File: config.mk
export PLATFORM = sky130hd
export DESIGN_NAME = mem_access_ctrl_flat
export DESIGN_NICKNAME = d
export VERILOG_FILES = /design/src/rtl/mem_access_ctrl_if.sv /design/src/rtl/mem_access_ctrl.sv /design/src/flat_wrapper.sv
export SDC_FILE = /design/constraint.sdc
export NUM_CORES = 1
export LEC_CHECK = 0
export CORE_MARGIN = 2
export CORE_UTILIZATION = 25
export CTS_CLUSTER_DIAMETER = 120
export CTS_CLUSTER_SIZE = 16
export DETAILED_ROUTE_END_ITERATION = 7
export HOLD_SLACK_MARGIN = 0.08
export PLACE_DENSITY_LB_ADDON = 0.3
export SYNTH_ARGS = -nofsm -noshare
export SYNTH_HDL_FRONTEND = slang
export SYNTH_SLANG_ARGS = --single-unit
File: constraint.sdc
create_clock -name clock -period 3.9 [get_ports clock]
set_input_delay 0.78 -clock clock [delete_from_list [all_inputs] [get_ports clock]]
set_output_delay 0.78 -clock clock [all_outputs]
set_load 0.01 [all_outputs]
File: src/rtl/mem_access_ctrl_if.sv
// RAM-side request/ready bus between mem_access_ctrl (master) and the memory (slave).
interface mem_access_ctrl_if #(
  parameter int unsigned ADDR_W = 9,
  parameter int unsigned DATA_W = 32
);
  logic [ADDR_W-1:0] mem_addr;
  logic [DATA_W-1:0] mem_wdata;
  logic              mem_req;
  logic              mem_we;
  logic [DATA_W-1:0] mem_rdata;
  logic              mem_ready;

  modport master (
    output mem_addr, mem_wdata, mem_req, mem_we,
    input  mem_rdata, mem_ready
  );

  modport slave (
    input  mem_addr, mem_wdata, mem_req, mem_we,
    output mem_rdata, mem_ready
  );
endinterface

File: src/rtl/mem_access_ctrl.sv
// Memory access stage upstream of the MDR: req/ready handshake to RAM, read data capture.
// Optional request timeout abort enabled by defining MEM_TIMEOUT_EN.
module mem_access_ctrl #(
  parameter int unsigned ADDR_W   = 9,
  parameter int unsigned DATA_W   = 32,
  parameter int unsigned MIN_WAIT = 1,
  parameter int unsigned TIMEOUT  = 64
) (
  input  logic               clock,
  input  logic               reset,
  input  logic               rd,
  input  logic               wr,
  input  logic [ADDR_W-1:0]  mar_q,
  input  logic [DATA_W-1:0]  mdr_q,
  mem_access_ctrl_if.master  mem,
  output logic [DATA_W-1:0]  rdata,
  output logic               mdr_load,
  output logic               busy,
  output logic               done,
  output logic               cmd_err,
  output logic               tmo_err
);

  localparam int unsigned CNT_MAX = (TIMEOUT > 15) ? TIMEOUT : 15;
  localparam int unsigned CNT_W   = $clog2(CNT_MAX + 1);

  typedef enum logic [1:0] {IDLE, REQ, DONE} state_t;

  state_t            r_state,    w_state_nxt;
  logic [CNT_W-1:0]  r_wait_cnt, w_wait_cnt_nxt;
  logic [ADDR_W-1:0] r_addr,     w_addr_nxt;
  logic [DATA_W-1:0] r_wdata,    w_wdata_nxt;
  logic [DATA_W-1:0] r_rdata,    w_rdata_nxt;
  logic              r_we,       w_we_nxt;
  logic              r_req,      w_req_nxt;
  logic              r_mdr_load, w_mdr_load_nxt;
  logic              r_busy,     w_busy_nxt;
  logic              r_done,     w_done_nxt;
  logic              r_cmd_err,  w_cmd_err_nxt;
  logic              r_tmo_err,  w_tmo_err_nxt;
  logic              w_accept;
  logic              w_timeout;

  assign w_accept = mem.mem_ready && (r_wait_cnt >= CNT_W'(MIN_WAIT));

`ifdef MEM_TIMEOUT_EN
  // Last allowed REQ cycle; a same-cycle accept takes priority over the abort
  assign w_timeout = (r_wait_cnt == CNT_W'(TIMEOUT - 1));
`else
  assign w_timeout = 1'b0;
`endif

  // Next-state and next-output logic
  always_comb begin
    w_state_nxt    = r_state;
    w_wait_cnt_nxt = r_wait_cnt;
    w_addr_nxt     = r_addr;
    w_wdata_nxt    = r_wdata;
    w_rdata_nxt    = r_rdata;
    w_we_nxt       = r_we;
    w_req_nxt      = r_req;
    w_mdr_load_nxt = 1'b0;
    w_done_nxt     = 1'b0;
    w_cmd_err_nxt  = 1'b0;
    w_tmo_err_nxt  = 1'b0;

    unique case (r_state)
      IDLE: begin
        if (rd ^ wr) begin
          w_addr_nxt     = mar_q;
          w_wdata_nxt    = mdr_q;
          w_we_nxt       = wr;
          w_req_nxt      = 1'b1;
          w_wait_cnt_nxt = '0;
          w_state_nxt    = REQ;
        end else if (rd && wr) begin
          w_cmd_err_nxt  = 1'b1;
        end
      end
      REQ: begin
        w_cmd_err_nxt = rd | wr;
        if (w_accept) begin
          w_req_nxt   = 1'b0;
          w_done_nxt  = 1'b1;
          w_state_nxt = DONE;
          if (!r_we) begin
            w_rdata_nxt    = mem.mem_rdata;
            w_mdr_load_nxt = 1'b1;
          end
        end else if (w_timeout) begin
          w_req_nxt     = 1'b0;
          w_done_nxt    = 1'b1;
          w_tmo_err_nxt = 1'b1;
          w_state_nxt   = DONE;
        end else if (r_wait_cnt != '1) begin
          w_wait_cnt_nxt = r_wait_cnt + CNT_W'(1);
        end
      end
      DONE: begin
        w_cmd_err_nxt = rd | wr;
        w_state_nxt   = IDLE;
      end
      default: begin
        w_req_nxt   = 1'b0;
        w_state_nxt = IDLE;
      end
    endcase

    w_busy_nxt = (w_state_nxt != IDLE);
  end

  // State and output registers
  always_ff @(posedge clock or posedge reset) begin
    if (reset) begin
      r_state    <= IDLE;
      r_wait_cnt <= '0;
      r_addr     <= '0;
      r_wdata    <= '0;
      r_rdata    <= '0;
      r_we       <= 1'b0;
      r_req      <= 1'b0;
      r_mdr_load <= 1'b0;
      r_busy     <= 1'b0;
      r_done     <= 1'b0;
      r_cmd_err  <= 1'b0;
      r_tmo_err  <= 1'b0;
    end else begin
      r_state    <= w_state_nxt;
      r_wait_cnt <= w_wait_cnt_nxt;
      r_addr     <= w_addr_nxt;
      r_wdata    <= w_wdata_nxt;
      r_rdata    <= w_rdata_nxt;
      r_we       <= w_we_nxt;
      r_req      <= w_req_nxt;
      r_mdr_load <= w_mdr_load_nxt;
      r_busy     <= w_busy_nxt;
      r_done     <= w_done_nxt;
      r_cmd_err  <= w_cmd_err_nxt;
      r_tmo_err  <= w_tmo_err_nxt;
    end
  end

  assign mem.mem_addr  = r_addr;
  assign mem.mem_wdata = r_wdata;
  assign mem.mem_we    = r_we;
  assign mem.mem_req   = r_req;
  assign rdata         = r_rdata;
  assign mdr_load      = r_mdr_load;
  assign busy          = r_busy;
  assign done          = r_done;
  assign cmd_err       = r_cmd_err;
  assign tmo_err       = r_tmo_err;

endmodule
File: src/flat_wrapper.sv
// flat-port wrapper written by rule: the top's interface ports become plain ports
module mem_access_ctrl_flat 
#(
  parameter int unsigned ADDR_W   = 9,
  parameter int unsigned DATA_W   = 32,
  parameter int unsigned MIN_WAIT = 1,
  parameter int unsigned TIMEOUT  = 64
)
  (clock, reset, rd, wr, mar_q, mdr_q, rdata, mdr_load, busy, done, cmd_err, tmo_err, mem_mem_addr, mem_mem_wdata, mem_mem_req, mem_mem_we, mem_mem_rdata, mem_mem_ready);
  mem_access_ctrl_if #(.ADDR_W(ADDR_W), .DATA_W(DATA_W)) mem_i ();
  input  logic clock;
  input  logic reset;
  input  logic rd;
  input  logic wr;
  input  logic [ADDR_W-1:0] mar_q;
  input  logic [DATA_W-1:0] mdr_q;
  output logic [DATA_W-1:0] rdata;
  output logic mdr_load;
  output logic busy;
  output logic done;
  output logic cmd_err;
  output logic tmo_err;
  output wire logic [$bits(mem_i.mem_addr)-1:0] mem_mem_addr;
  output wire logic [$bits(mem_i.mem_wdata)-1:0] mem_mem_wdata;
  output wire logic [$bits(mem_i.mem_req)-1:0] mem_mem_req;
  output wire logic [$bits(mem_i.mem_we)-1:0] mem_mem_we;
  input wire logic [$bits(mem_i.mem_rdata)-1:0] mem_mem_rdata;
  input wire logic [$bits(mem_i.mem_ready)-1:0] mem_mem_ready;
  assign mem_mem_addr = mem_i.mem_addr;
  assign mem_mem_wdata = mem_i.mem_wdata;
  assign mem_mem_req = mem_i.mem_req;
  assign mem_mem_we = mem_i.mem_we;
  assign mem_i.mem_rdata = mem_mem_rdata;
  assign mem_i.mem_ready = mem_mem_ready;
  mem_access_ctrl #(.ADDR_W(ADDR_W), .DATA_W(DATA_W), .MIN_WAIT(MIN_WAIT), .TIMEOUT(TIMEOUT)) u_core (.clock(clock), .reset(reset), .rd(rd), .wr(wr), .mar_q(mar_q), .mdr_q(mdr_q), .mem(mem_i), .rdata(rdata), .mdr_load(mdr_load), .busy(busy), .done(done), .cmd_err(cmd_err), .tmo_err(tmo_err));
endmodule
==> flow_summary.json <==
{
  "slowest_delay_ns": 0.45,
  "leakagePower_nw": 2.38,
  "finalHoldViolations": 0,
  "sequentialPowerShare_pct": 36.0,
  "antennaDiodeCount": 0,
  "whs_endpoint": "u_core.rdata[31]",
  "dieArea_um2": 15200,
  "synth_most_common_cell": "dfrtp_1",
  "ioPinCount": 158,
  "path_max_fanout": 33,
  "grt_pass1_wl_um": 12700,
  "cts_buffer_depth": 2,
  "status": "finished clean",
  "synthFlopType": "dfrtp_1",
  "ys_seq_area_share_pct": 61.9,
  "max_freq_mhz": 381,
  "drt-wirelength-per-cell_um": 14.3,
  "worstMarginPinSlew_ns": 0.755,
  "yosys_warnings": 0,
  "root_buffer": "clkbuf_16",
  "crit_path_cell_trace": "ha_1 -> or4_1 -> o21ai_1 -> or3b_1 -> buf_4 -> mux2_2",
  "die_h_um": 123,
  "synth-edff-count": 0,
  "start_util_pct": 25.6,
  "finalSetupTns_ns": 0,
  "grt_start_max_net_pins": 44,
  "ff2ff_path_depth": 6,
  "worstHoldPathCells": 1,
  "cts_tree": "built",
  "min-delay-start": "u_core.rdata[31]",
  "arrival_ns": 2.85,
  "grt_util_all_layers_pct": 10.9,
  "ff2ff_setup_slack_ns": 1.27,
  "power_frac_comb_pct": 43.3,
  "grt-ovfl-total": 0,
  "holdCritPathClass": "flip-flop to flip-flop",
  "hpwl_um": 5940,
  "first_iter_violations": 91,
  "syn2layout_area_growth_pct": 57.6,
  "netlist_area_um2": 3560,
  "nets": 486,
  "grt.met3_usage_pct": 4.84,
  "reg2reg_to": "u_core.rdata[1]",
  "synth.largest_area_cell": "dfrtp_1",
  "cts_sinks": 88,
  "ys_async_sr_fraction_pct": 100,
  "p_switching_mw": 1.31,
  "powerDensity_nw_per_um2": 787,
  "clock_latency_ns": 0.34,
  "slowest_stage": "or4_1",
  "netlist_top_cells_count": "88 x dfrtp_1, 45 x mux2_2, 29 x mux2_1, 9 x inv_1, 8 x ha_1",
  "instances_no_fill": 585,
  "core_um2": 13900,
  "avgSynthCellArea_um2": 14.7,
  "maxCapViolations": 0,
  "clock_skew_ns": 0.00433,
  "synth_area_leaders": "dfrtp_1 62%, mux2_2 14%, mux2_1 9.2%",
  "top_usage_layer": "met2",
  "use_met1_pct": 13.1,
  "dp.cells": 569,
  "place_area_um2": 5290,
  "synthCells": 242,
  "clkTransAtPathRegs_ns": 0.06,
  "cts_buffers": 9,
  "cts_resized": 0,
  "rsz0062_at_grt": "false",
  "cts_setup_buffers": 0,
  "vias": 2533,
  "htree_levels": 3,
  "ys_ff_latch": 88,
  "syn_nets": 328,
  "grt_pass1_vias": 2587,
  "switching_share_pct": 29.7,
  "io_buffers": 156,
  "placementRows": 43,
  "finalCritPeriodShare_pct": 67.3,
  "ant_nets": 0,
  "crit_type": "flip-flop to flip-flop",
  "grtUsageMet2_pct": 16.9,
  "cp_data_required_time_ns": 4.12,
  "avgViaCountPerCell": 4.33,
  "yosysUniqueCellTypes": 29,
  "place.gp.congestion": 0.804,
  "num-fill-cells": 1298,
  "antenna_found_initial": 0,
  "p_int_mw": 3.10,
  "p_clk_share_pct": 20.7,
  "max-vdd-ir-drop_uv": 319,
  "design_area_um2": 5610,
  "wl_um": 8350,
  "critPathLaunchType": "flip-flop",
  "relSlewSlack_pct": 49.6,
  "setup_violations": 0,
  "drive_gt1_share_pct": 15.8,
  "chipWidth_um": 123,
  "hold_buffers": 0,
  "worstSetupEndpointType": "flip-flop",
  "drtPass1Iterations": 4,
  "fin_crit_ns": 2.63,
  "drc": 0,
  "r2r-start": "u_core.r_wait_cnt[0]",
  "report.final.slew_viol_count": 0,
  "synth_top_area_share_pct": 61.9
}
## through the flow
stage	power [mW]	hold slack (ns)	setup WS, ns	utilization [%]
5_1_grt	4.70	0.503	1.13	40.4
3_3_place_gp	3.50	0.473	1.16	38.1
2_1_floorplan	2.46	0.468	0.841	-
4_1_cts	4.49	0.496	1.26	40.4
6_report	4.41	0.489	1.27	40.4
3_5_place_dp	3.54	0.482	1.13	38.1
## layout by cell type (no fill, tap or decap), drive strengths merged, types with 2 or more instances in the layout
cell type,instances
a21oi,7
a31oi,2
and3,4
buf,4
bufinv,2
clkbuf,13
clkdlybuf4s50,156
clkinv,2
dfrtp,88
ha,8
inv,8
mux2,74
nand2,7
nand4,4
nor2,3
o21ai,3
o31ai,4
or4,6
## worst max-delay path: cells and delay by family (launching register included)
family / cells / cell delay [ns]
flops: 1 / 0.44
simple gates: 2 / 0.63
compound gates: 1 / 0.42
mux: 1 / 0.38
fa+ha+maj: 1 / 0.23
buf+inv: 1 / 0.37
## power by group through the flow
stage | registers, mW | clock network, mW | logic (mW)
finish | 1.59 | 0.914 | 1.91
global route | 1.64 | 0.991 | 2.06
CTS | 1.59 | 0.947 | 1.95
detailed placement | 1.60 | 0 | 1.94
global placement | 1.59 | 0 | 1.91
floorplan | 1.77 | 0 | 0.686
## final cells by class
| type | instances | area (um2) | share of cell area, % |
|---|---|---|---|
| Timing Repair Buffer | 160 | 1590 | 28.4 |
| Inverter | 9 | 35.0 | 0.625 |
| Clock buffer | 13 | 250 | 4.46 |
| Clock inverter | 3 | 65.1 | 1.16 |
| Tap cell | 180 | 225 | 4.02 |
| Multi-Input combinational cell | 132 | 1240 | 22.1 |
| Sequential cell | 88 | 2200 | 39.3 |
## state kept, by name, indices dropped and copies added (netlist names)
| name | flops |
|---|---|
| u_core.mem.mem_wdata | 32 |
| u_core.rdata | 32 |
| u_core.mem.mem_addr | 9 |
| u_core.r_wait_cnt | 7 |
| u_core.r_state | 2 |
| u_core.busy | 1 |
| u_core.cmd_err | 1 |
| u_core.done | 1 |
| u_core.mdr_load | 1 |
| u_core.mem.mem_req | 1 |
| u_core.mem.mem_we | 1 |
## cells by family (layout without fill, tap and decap cells)
family / after synthesis / after routing / synth area share (%)
simple gates: 27 / 27 / 4.29
mux: 75 / 75 / 23.7
buf+inv: 22 / 185 / 3.38
other cells: 1 / 1 / 0.105
compound gates: 21 / 21 / 3.76
flops: 88 / 88 / 61.9
fa+ha+maj: 8 / 8 / 2.82
## layer usage
layer / up-vias / share of wire [%]
li1: 1168 / -
met1: 1233 / 44
met3: 13 / 9.7
met2: 119 / 45
met5: - / 0
met4: 0 / 1.7
## worst max-delay path by stage
stage	from	end	slack, ns	depth (start not counted)
floorplan	reset	u_core.busy	0.84	1
finish	u_core.r_wait_cnt[0]	u_core.rdata[1]	1.27	6
global route	u_core.r_wait_cnt[1]	u_core.rdata[1]	1.13	7
detailed placement	rd	u_core.mem.mem_wdata[31]	1.13	6
CTS	u_core.r_wait_cnt[0]	u_core.rdata[1]	1.26	6
global placement	rd	u_core.mem.mem_wdata[0]	1.16	6
Power figures use the tool's default switching activity.
